### src/rtl/dla_noc_packetizer_pkg.sv
// Shared flit definitions for the DLA NoC packetizer: flit labels, field
// widths, packetizer FSM states and the head-data field packing helper.
package dla_noc_packetizer_pkg;

  localparam int FLIT_DATA_SIZE   = 32;
  localparam int FLIT_LABEL_SIZE  = 2;
  localparam int FLIT_TOTAL_SIZE  = FLIT_LABEL_SIZE + FLIT_DATA_SIZE;
  localparam int DEST_ADDR_SIZE_X = 4;
  localparam int DEST_ADDR_SIZE_Y = 4;
  localparam int DEST_ADDR_SIZE_L = 2;
  localparam int HEAD_PL_SIZE     = DEST_ADDR_SIZE_X + DEST_ADDR_SIZE_Y + 2;

  typedef enum logic [FLIT_LABEL_SIZE-1:0] {
    HEAD     = 2'd0,
    BODY     = 2'd1,
    TAIL     = 2'd2,
    HEADTAIL = 2'd3
  } flit_label_t;

  typedef enum logic [1:0] {
    IDLE    = 2'd0,
    PAYLOAD = 2'd1,
    ZTAIL   = 2'd2
  } pktz_state_t;

  // Head data: l in the LSBs, then y, then x, then the optional head payload.
  function automatic logic [FLIT_DATA_SIZE-1:0] head_data(
    input logic [DEST_ADDR_SIZE_X-1:0] x,
    input logic [DEST_ADDR_SIZE_Y-1:0] y,
    input logic [DEST_ADDR_SIZE_L-1:0] l,
    input logic [HEAD_PL_SIZE-1:0]     pl
  );
    logic [FLIT_DATA_SIZE-1:0] d;
    d = '0;
    d[0+:DEST_ADDR_SIZE_L] = l;
    d[DEST_ADDR_SIZE_L+:DEST_ADDR_SIZE_Y] = y;
    d[DEST_ADDR_SIZE_L+DEST_ADDR_SIZE_Y+:DEST_ADDR_SIZE_X] = x;
    d[DEST_ADDR_SIZE_L+DEST_ADDR_SIZE_Y+DEST_ADDR_SIZE_X+:HEAD_PL_SIZE] = pl;
    return d;
  endfunction

endpackage

### src/rtl/dla_noc_packetizer_stat.sv
// Saturating event counters for the packetizer (built only with DLA_PKT_STAT_EN).
module dla_pkt_stat (
  input  logic        clk_dla,
  input  logic        rst_dla,
  input  logic        i_inc_pkt,
  input  logic        i_inc_grnt,
  input  logic        i_inc_stall,
  output logic [31:0] o_pkt,
  output logic [31:0] o_grnt,
  output logic [31:0] o_stall
);

  logic [31:0] r_pkt, r_grnt, r_stall;

  // Count each event, holding at all-ones instead of wrapping.
  always_ff @(posedge clk_dla or posedge rst_dla) begin
    if (rst_dla) begin
      r_pkt   <= '0;
      r_grnt  <= '0;
      r_stall <= '0;
    end else begin
      if (i_inc_pkt   && (r_pkt   != '1)) r_pkt   <= r_pkt   + 32'd1;
      if (i_inc_grnt  && (r_grnt  != '1)) r_grnt  <= r_grnt  + 32'd1;
      if (i_inc_stall && (r_stall != '1)) r_stall <= r_stall + 32'd1;
    end
  end

  assign o_pkt   = r_pkt;
  assign o_grnt  = r_grnt;
  assign o_stall = r_stall;

endmodule

### src/rtl/dla_noc_packetizer.sv
// DLA-side flit builder: turns packet and grant-return requests into
// HEAD/BODY/TAIL/HEADTAIL flits for the DLA->router async flit FIFO.
// Optional statistics counters are enabled with `define DLA_PKT_STAT_EN.
module dla_noc_packetizer
  import dla_noc_packetizer_pkg::*;
#(
  parameter int LEN_W = 8
) (
  input  logic                        clk_dla,
  input  logic                        rst_dla,
  input  logic                        req_vld,
  output logic                        req_rdy,
  input  logic [DEST_ADDR_SIZE_X-1:0] req_x,
  input  logic [DEST_ADDR_SIZE_Y-1:0] req_y,
  input  logic [DEST_ADDR_SIZE_L-1:0] req_l,
  input  logic [LEN_W-1:0]            req_len,
  input  logic                        dat_vld,
  output logic                        dat_rdy,
  input  logic [FLIT_DATA_SIZE-1:0]   dat,
  input  logic                        grnt_vld,
  output logic                        grnt_rdy,
  input  logic [DEST_ADDR_SIZE_X-1:0] grnt_dst_x,
  input  logic [DEST_ADDR_SIZE_Y-1:0] grnt_dst_y,
  input  logic [DEST_ADDR_SIZE_L-1:0] grnt_dst_l,
  input  logic [DEST_ADDR_SIZE_X-1:0] grnt_x,
  input  logic [DEST_ADDR_SIZE_Y-1:0] grnt_y,
  input  logic [1:0]                  grnt_dla,
  input  logic                        wbuf_full,
  input  logic                        wbuf_afull,
  output logic                        wbuf_wen,
  output logic [FLIT_TOTAL_SIZE-1:0]  wbuf_wdata,
  output logic                        busy
`ifdef DLA_PKT_STAT_EN
  ,
  output logic [31:0]                 stat_pkt,
  output logic [31:0]                 stat_grnt,
  output logic [31:0]                 stat_stall
`endif
);

  pktz_state_t               r_state, w_nxt;
  logic [LEN_W-1:0]          r_cnt, w_cnt_nxt;
  logic                      r_last_grnt, w_last_nxt;
  logic                      r_wen;
  logic [FLIT_TOTAL_SIZE-1:0] r_wdata;
  logic                      w_can, w_issue;
  logic                      w_req_rdy, w_dat_rdy, w_grnt_rdy;
  flit_label_t               w_lbl;
  logic [FLIT_DATA_SIZE-1:0] w_data;

  // Two free FIFO entries are required before any flit is issued.
  assign w_can = !wbuf_full && !wbuf_afull;

  // Next state, handshakes and the flit to issue this cycle.
  always_comb begin
    w_nxt      = r_state;
    w_cnt_nxt  = r_cnt;
    w_last_nxt = r_last_grnt;
    w_req_rdy  = 1'b0;
    w_dat_rdy  = 1'b0;
    w_grnt_rdy = 1'b0;
    w_issue    = 1'b0;
    w_lbl      = HEAD;
    w_data     = '0;
    case (r_state)
      IDLE: begin
        if (w_can) begin
          // On contention, the grant wins unless it was served last.
          if (grnt_vld && (!req_vld || !r_last_grnt)) begin
            w_grnt_rdy = 1'b1;
            w_issue    = 1'b1;
            w_lbl      = HEADTAIL;
            w_data     = head_data(grnt_dst_x, grnt_dst_y, grnt_dst_l,
                                   {grnt_x, grnt_y, grnt_dla});
            w_last_nxt = 1'b1;
          end else if (req_vld) begin
            w_req_rdy  = 1'b1;
            w_issue    = 1'b1;
            w_lbl      = HEAD;
            w_data     = head_data(req_x, req_y, req_l, '0);
            w_last_nxt = 1'b0;
            if (req_len != '0) begin
              w_cnt_nxt = req_len;
              w_nxt     = PAYLOAD;
            end else begin
              w_nxt     = ZTAIL;
            end
          end
        end
      end
      PAYLOAD: begin
        w_dat_rdy = w_can;
        if (dat_vld && w_can) begin
          w_issue   = 1'b1;
          w_data    = dat;
          w_cnt_nxt = r_cnt - 1'b1;
          if (r_cnt == LEN_W'(1)) begin
            w_lbl = TAIL;
            w_nxt = IDLE;
          end else begin
            w_lbl = BODY;
          end
        end
      end
      ZTAIL: begin
        if (w_can) begin
          w_issue = 1'b1;
          w_lbl   = TAIL;
          w_nxt   = IDLE;
        end
      end
      default: w_nxt = IDLE;
    endcase
  end

  // FSM state, payload counter and arbitration history.
  always_ff @(posedge clk_dla or posedge rst_dla) begin
    if (rst_dla) begin
      r_state     <= IDLE;
      r_cnt       <= '0;
      r_last_grnt <= 1'b0;
    end else begin
      r_state     <= w_nxt;
      r_cnt       <= w_cnt_nxt;
      r_last_grnt <= w_last_nxt;
    end
  end

  // Registered FIFO write port; data is zeroed on idle cycles.
  always_ff @(posedge clk_dla or posedge rst_dla) begin
    if (rst_dla) begin
      r_wen   <= 1'b0;
      r_wdata <= '0;
    end else begin
      r_wen   <= w_issue;
      r_wdata <= w_issue ? {w_lbl, w_data} : '0;
    end
  end

  assign wbuf_wen   = r_wen;
  assign wbuf_wdata = r_wdata;
  assign busy       = (r_state != IDLE);
  assign req_rdy    = w_req_rdy  & ~rst_dla;
  assign dat_rdy    = w_dat_rdy  & ~rst_dla;
  assign grnt_rdy   = w_grnt_rdy & ~rst_dla;

`ifdef DLA_PKT_STAT_EN
  logic w_pend;
  // Work is pending whenever a request waits or a packet is open.
  assign w_pend = (r_state != IDLE) || req_vld || grnt_vld;

  dla_pkt_stat u_stat (
    .clk_dla     (clk_dla),
    .rst_dla     (rst_dla),
    .i_inc_pkt   (w_req_rdy  & ~rst_dla),
    .i_inc_grnt  (w_grnt_rdy & ~rst_dla),
    .i_inc_stall (w_pend && !w_can),
    .o_pkt       (stat_pkt),
    .o_grnt      (stat_grnt),
    .o_stall     (stat_stall)
  );
`endif

endmodule

### config.mk
export PLATFORM = sky130hd
export DESIGN_NAME = dla_noc_packetizer
export DESIGN_NICKNAME = d
export VERILOG_FILES = /design/src/rtl/dla_noc_packetizer_pkg.sv /design/src/rtl/dla_noc_packetizer_stat.sv /design/src/rtl/dla_noc_packetizer.sv
export SDC_FILE = /design/constraint.sdc
export NUM_CORES = 1
export LEC_CHECK = 0
export CORE_MARGIN = 5
export CORE_UTILIZATION = 25
export CTS_CLUSTER_SIZE = 24
export DETAILED_ROUTE_END_ITERATION = 6
export GPL_TIMING_DRIVEN = 0
export SYNTH_ARGS = -nofsm -noshare
export SYNTH_HDL_FRONTEND = slang
export SYNTH_SLANG_ARGS = --single-unit
### constraint.sdc
create_clock -name clk_dla -period 2.1 [get_ports clk_dla]
set_input_delay 0.21 -clock clk_dla [delete_from_list [all_inputs] [get_ports clk_dla]]
set_output_delay 0.21 -clock clk_dla [all_outputs]
set_load 0.05 [all_outputs]
; ---- Word-level counts from Yosys, hierarchy flattened
; Cells that the tools add are included.
[classes]
add_sub_neg = 1
n_mux = 41
n_reduce_logical = 16
bitwise_logic = 4
eq_ne = 10
[ops]
columns = op, n
row1 = case mux 32 bit (2 select lines), 1
row2 = two-way mux 20 bit, 2
row3 = two-way mux 8 bit, 5
row4 = two-way mux 34 bit, 1
row5 = two-way mux 32 bit, 1
row6 = two-way mux 2 bit, 12
row7 = case mux 8 bit (2 select lines), 1
row8 = two-way mux 1 bit, 14
row9 = inequality test 2 bit (second input constant), 7
row10 = case mux 2 bit (3 select lines), 2
row11 = AND reduction 6 bit, 2
row12 = two-way mux 10 bit, 1
row13 = equality test 8 x 1 -> 1 bit (second input constant), 1
row14 = nonzero test 8 bit, 1
row15 = subtractor 8 x 1 -> 8 bit (second input constant), 1
row16 = nonzero test 2 bit, 3
row17 = zero test 1 bit, 4
row18 = AND 1 bit, 3
row19 = logical AND 1 bit, 3
row20 = case mux 1 bit (3 select lines), 1
row21 = AND reduction 3 bit, 1
row22 = equality test 2 x 1 -> 1 bit (second input constant), 1
row23 = equality test 2 bit (second input constant), 1
row24 = zero test 2 bit, 1
row25 = 2 further kinds, 2
[word_totals]
register_bits = 46
word_cells = 77

; ---- Logic depth before layout (Yosys ltp)
[depth]
depth_word = 7
ltp_mapped = 6

; ---- Worst setup path before layout
; Ideal clock, no wire load.
[synth_timing]
path_kind = flip-flop to output port
start = register r_state[1]
end = output dat_rdy
t_arrival_ps = 1885
required_ps = 1890
path_slack_ps = 5
n_path_buf = 1
path_stages_with_launch = 4
cell_sequence = dfrtp_1 -> nand2b_1 -> buf_2 -> nor3_1
[synth_via]
elab_chain_len = 3
[synth_rtl]
columns = item, line
row1 = start: declaration, dla_noc_packetizer.sv:41  ; pktz_state_t r_state, w_nxt;
row2 = start signal: assignment, dla_noc_packetizer.sv:123  ; r_state <= w_nxt;
row3 = equality test 2 x 1 -> 1 bit, dla_noc_packetizer.sv:65  ; case (r_state)
row4 = two-way mux 1 bit, dla_noc_packetizer.sv:65
row5 = AND 1 bit, dla_noc_packetizer.sv:144  ; assign dat_rdy = w_dat_rdy & ~rst_dla;
row6 = end: declaration, dla_noc_packetizer.sv:18  ; output logic dat_rdy,
; No other way between the ends.

; ---- Worst setup path after layout
[layout_timing]
start = register r_state[1]
end = output grnt_rdy
[layout_via]
elab_chain_len = 3
[layout_rtl]
columns = item, line
row1 = zero test 2 bit, dla_noc_packetizer.sv:65
row2 = two-way mux 1 bit, dla_noc_packetizer.sv:65
row3 = AND 1 bit, dla_noc_packetizer.sv:145  ; assign grnt_rdy = w_grnt_rdy & ~rst_dla;
row4 = end: declaration, dla_noc_packetizer.sv:21  ; output logic grnt_rdy,
; No other way between the ends.

==> impl_results.md <==
- Clock share of power: 0.198
- Buf/Inv on CP: 3
- Area Growth Syn to Fin: 68.29%
- Worst path most repeated cell: buf_6
- Final hold viol count: 0
- Die Span Y: 101.8 µm
- Top delay family on crit path: simple AND/OR/NAND/NOR gates
- 1st-pass router iterations: 4
- DRC viols: 0
- Fmax: 0.4995 GHz
- DR vias: 1926
- Post-synth EDFFs: 0
- RR Startpoint: r_state[1]
- Final nets: 389
- Commonest cells in the netlist: dfrtp_1, inv_1, and2_1
- Initial Util: 0.2564
- Setup CP Type: flop to output pin
- Final Cycle Share: 0.9533
- Yosys top cell area share: 0.5463
- H-Tree Depth: 2
- Slowest-stage cell, CP: dfrtp_2
- Min-Delay Path Class: input pin to async pin
- Clk sinks: 46
- Max Cap Viol: 0
- Gate Count Post-Synth: 183
- Netlist Area Pre-Place: 2107 µm²
- Reg power frac: 0.425
- Clock transition at the registers of the reported paths: 0.09 ns
- Cells along the critical path: nor4_4, and3_1, buf_6, buf_8, and2_4, buf_6
- Layout Cells excl Fill: 416
- Hold_buf cts: 0
- Slowest cell delay on critical path: 0.46 ns
- I/O pin cnt: 116
- R2R depth: 8
- Skew final: 0.009268 ns
- Sequential fraction of the synthesis area: 0.5463
- Avg Inst Size Synth: 11.51 µm²
- Die area: 10360 µm²
- Initial antenna violation count: 0
- Global-route usage over all layers: 0.1275
- CTS tree: yes
- First-iteration detailed-routing DRC count: 75
- Leak: 1.557 nW
- Peak supply drop: 0.0002856 V
- Crit path capture type: output pin
- WL final: 6.615 mm
- Num CTS Buffers: 5
- Total gr overflow: 0
- GPL Wtd Cong: 0.8780
- Core Rows: 33
- Final setup fails: 0
- Antenna diodes: 0
- CORE AREA: 8217 µm²
- Port bufs: 115
- Count leader, synth: dfrtp_1
- Hpwl dp: 5.142 mm
- Relative slew slack: 0.6365
- CTS root buf: clkbuf_8
- Die X: 101.8 µm
- Warning count from the yosys run: 0
- Via/cell ratio: 4.630
- Status: complete, no violations
- First-pass GRT wire length: 10.20 mm
- Worst-Skew Late Latency: 0.30 ns
- WHS: 0.2744 ns
- Clock Tree Buf Depth: 2
- Total power: 2.734 mW
- Netlist cell types: 43
- Cell taking the most area after synthesis: dfrtp_1
- Layout cells sized above 1: 0.1158
- Crit path launch type: flop
- Req. time, crit path: 1.89 ns
- Fin crit period: 2.002 ns
- Int Pwr: 1.722 mW
- Post-synth top flop: dfrtp_1
- Pin count of the biggest net entering global routing: 33
- R2r endpoint: wbuf_wdata[6]
- P_sw: 1.013 mW
- Slew @ Worst Pin: 0.5403 ns
- Sw frac: 0.3703
- Worst-path fanout max: 10
- Area contributors post-synth: dfrtp_1, a222oi_1, a22o_1
- Worst R2R Setup Slack: 0.35 ns
- Vias in the first global route: 1999
- Final ANT Viol Nets: 0
- Flop and latch count out of synthesis: 46
- Fraction of registers with async set/reset: 1.000
- Slew Viols, Final: 0
- Comb pwr share: 0.377
- CP arrival: 1.79 ns
- Net Count, Synth: 262
- Pwr dens: 771.2 nW/µm²
- Wire per inst: 15.90 µm
- Cells after DPL: 404
==> power by group through the flow <==
stage | registers, mW | logic, mW | clock network [mW]
after floorplan | 1.30 | 0.493 | 0
after global placement | 1.17 | 1.01 | 0
after detailed placement | 1.18 | 1.02 | 0
after CTS | 1.16 | 1.03 | 0.573
after global routing | 1.19 | 1.11 | 0.609
final | 1.16 | 1.03 | 0.542
==> cell families after synthesis <==
kind of cell,count (synthesis),synth area share
buffers and inverters,27,0.06829
muxes,1,0.004751
DFF,46,0.5463
and+or+nand+nor,53,0.1568
adders and majority gates,2,0.01187
AOI/OAI and AO/OA,54,0.2120
==> placed cells by master, fill, tap and decap left out, types with 2 or more instances in the layout <==
master	instances
buf_8	2
a22oi_1	2
nor3_1	5
clkbuf_1	2
and2_1	12
nand2_1	5
nor2_1	10
inv_1	14
o22a_1	3
nand3_1	3
dfrtp_2	2
a22o_1	11
ha_1	2
a221o_1	2
nor4_4	2
a21oi_1	6
nor4_1	2
nand2b_1	2
buf_6	4
clkdlybuf4s50_1	112
a31oi_1	3
buf_2	4
dfrtp_1	44
buf_4	6
clkbuf_8	5
and3_1	5
a211oi_1	4
a222oi_1	10
o2bb2ai_1	3
==> per-stage QoR <==
step	TNS, ns	cell area (µm²)	utilization	setup WS, ns
finish	0	3546	0.4316	0.09804
global route	-0.0007045	3546	0.4316	-0.0007045
CTS	0	3528	0.4294	0.0006783
detailed placement	-1.151	3410	0.4150	-0.6704
global placement	-16.83	3390	0.4125	-1.312
floorplan	0	2107	-	0.004958
==> state kept, by name, indices dropped and copies added (netlist names) <==
signal and flops:
r_cnt 8, r_last_grnt 1, wbuf_wen 1, r_state 2
wbuf_wdata 34
==> timing repair <==
action | 4_1_cts | 5_1_grt
setup buffers | 1 | 3
gates resized for setup | 20 | 3
endpoints found under the setup margin | 3 | 4
pin swaps | 2 | 2
==> area by class of cell <==
class / count / area, µm²
plain buffers: 12 / 101.3
clock buffers: 5 / 68.82
clock inverters: 3 / 21.27
fillers: 817 / 4671
inverters: 15 / 56.30
multi-input cells: 110 / 814.5
flip-flops and latches: 46 / 1154
well taps: 105 / 131.4
repair buffers: 120 / 1199
==> worst max path at each step <==
stage               start       end  slack [ns]  cells after the start
2_1_floorplan  r_state[1]   dat_rdy       0.005                      3
5_1_grt        r_state[1]   req_rdy     -0.0007                      5
3_3_place_gp      rst_dla  grnt_rdy       -1.31                      4
4_1_cts        r_state[0]  grnt_rdy      0.0007                      6
3_5_place_dp   wbuf_afull  grnt_rdy       -0.67                      7
6_report       r_state[1]  grnt_rdy         0.1                      6
==> worst reg2reg max path: stages (launching register included) <==
cell and delay, ns:
dfrtp_2 0.43, nor4_4 0.07, buf_4 0.14, buf_4 0.13
and3_1 0.17, buf_4 0.16, buf_6 0.14, a222oi_1 0.33
inv_1 0.07
==> metal layers <==
metal,global-route usage,up-vias,part of all wire
li1,-,934,-
met1,0.1522,924,0.40
met2,0.2238,62,0.51
met3,0.03375,6,0.077
met4,0.03885,0,0.014
met5,0,-,0
No activity file was read; power rests on OpenSTA's default activity.
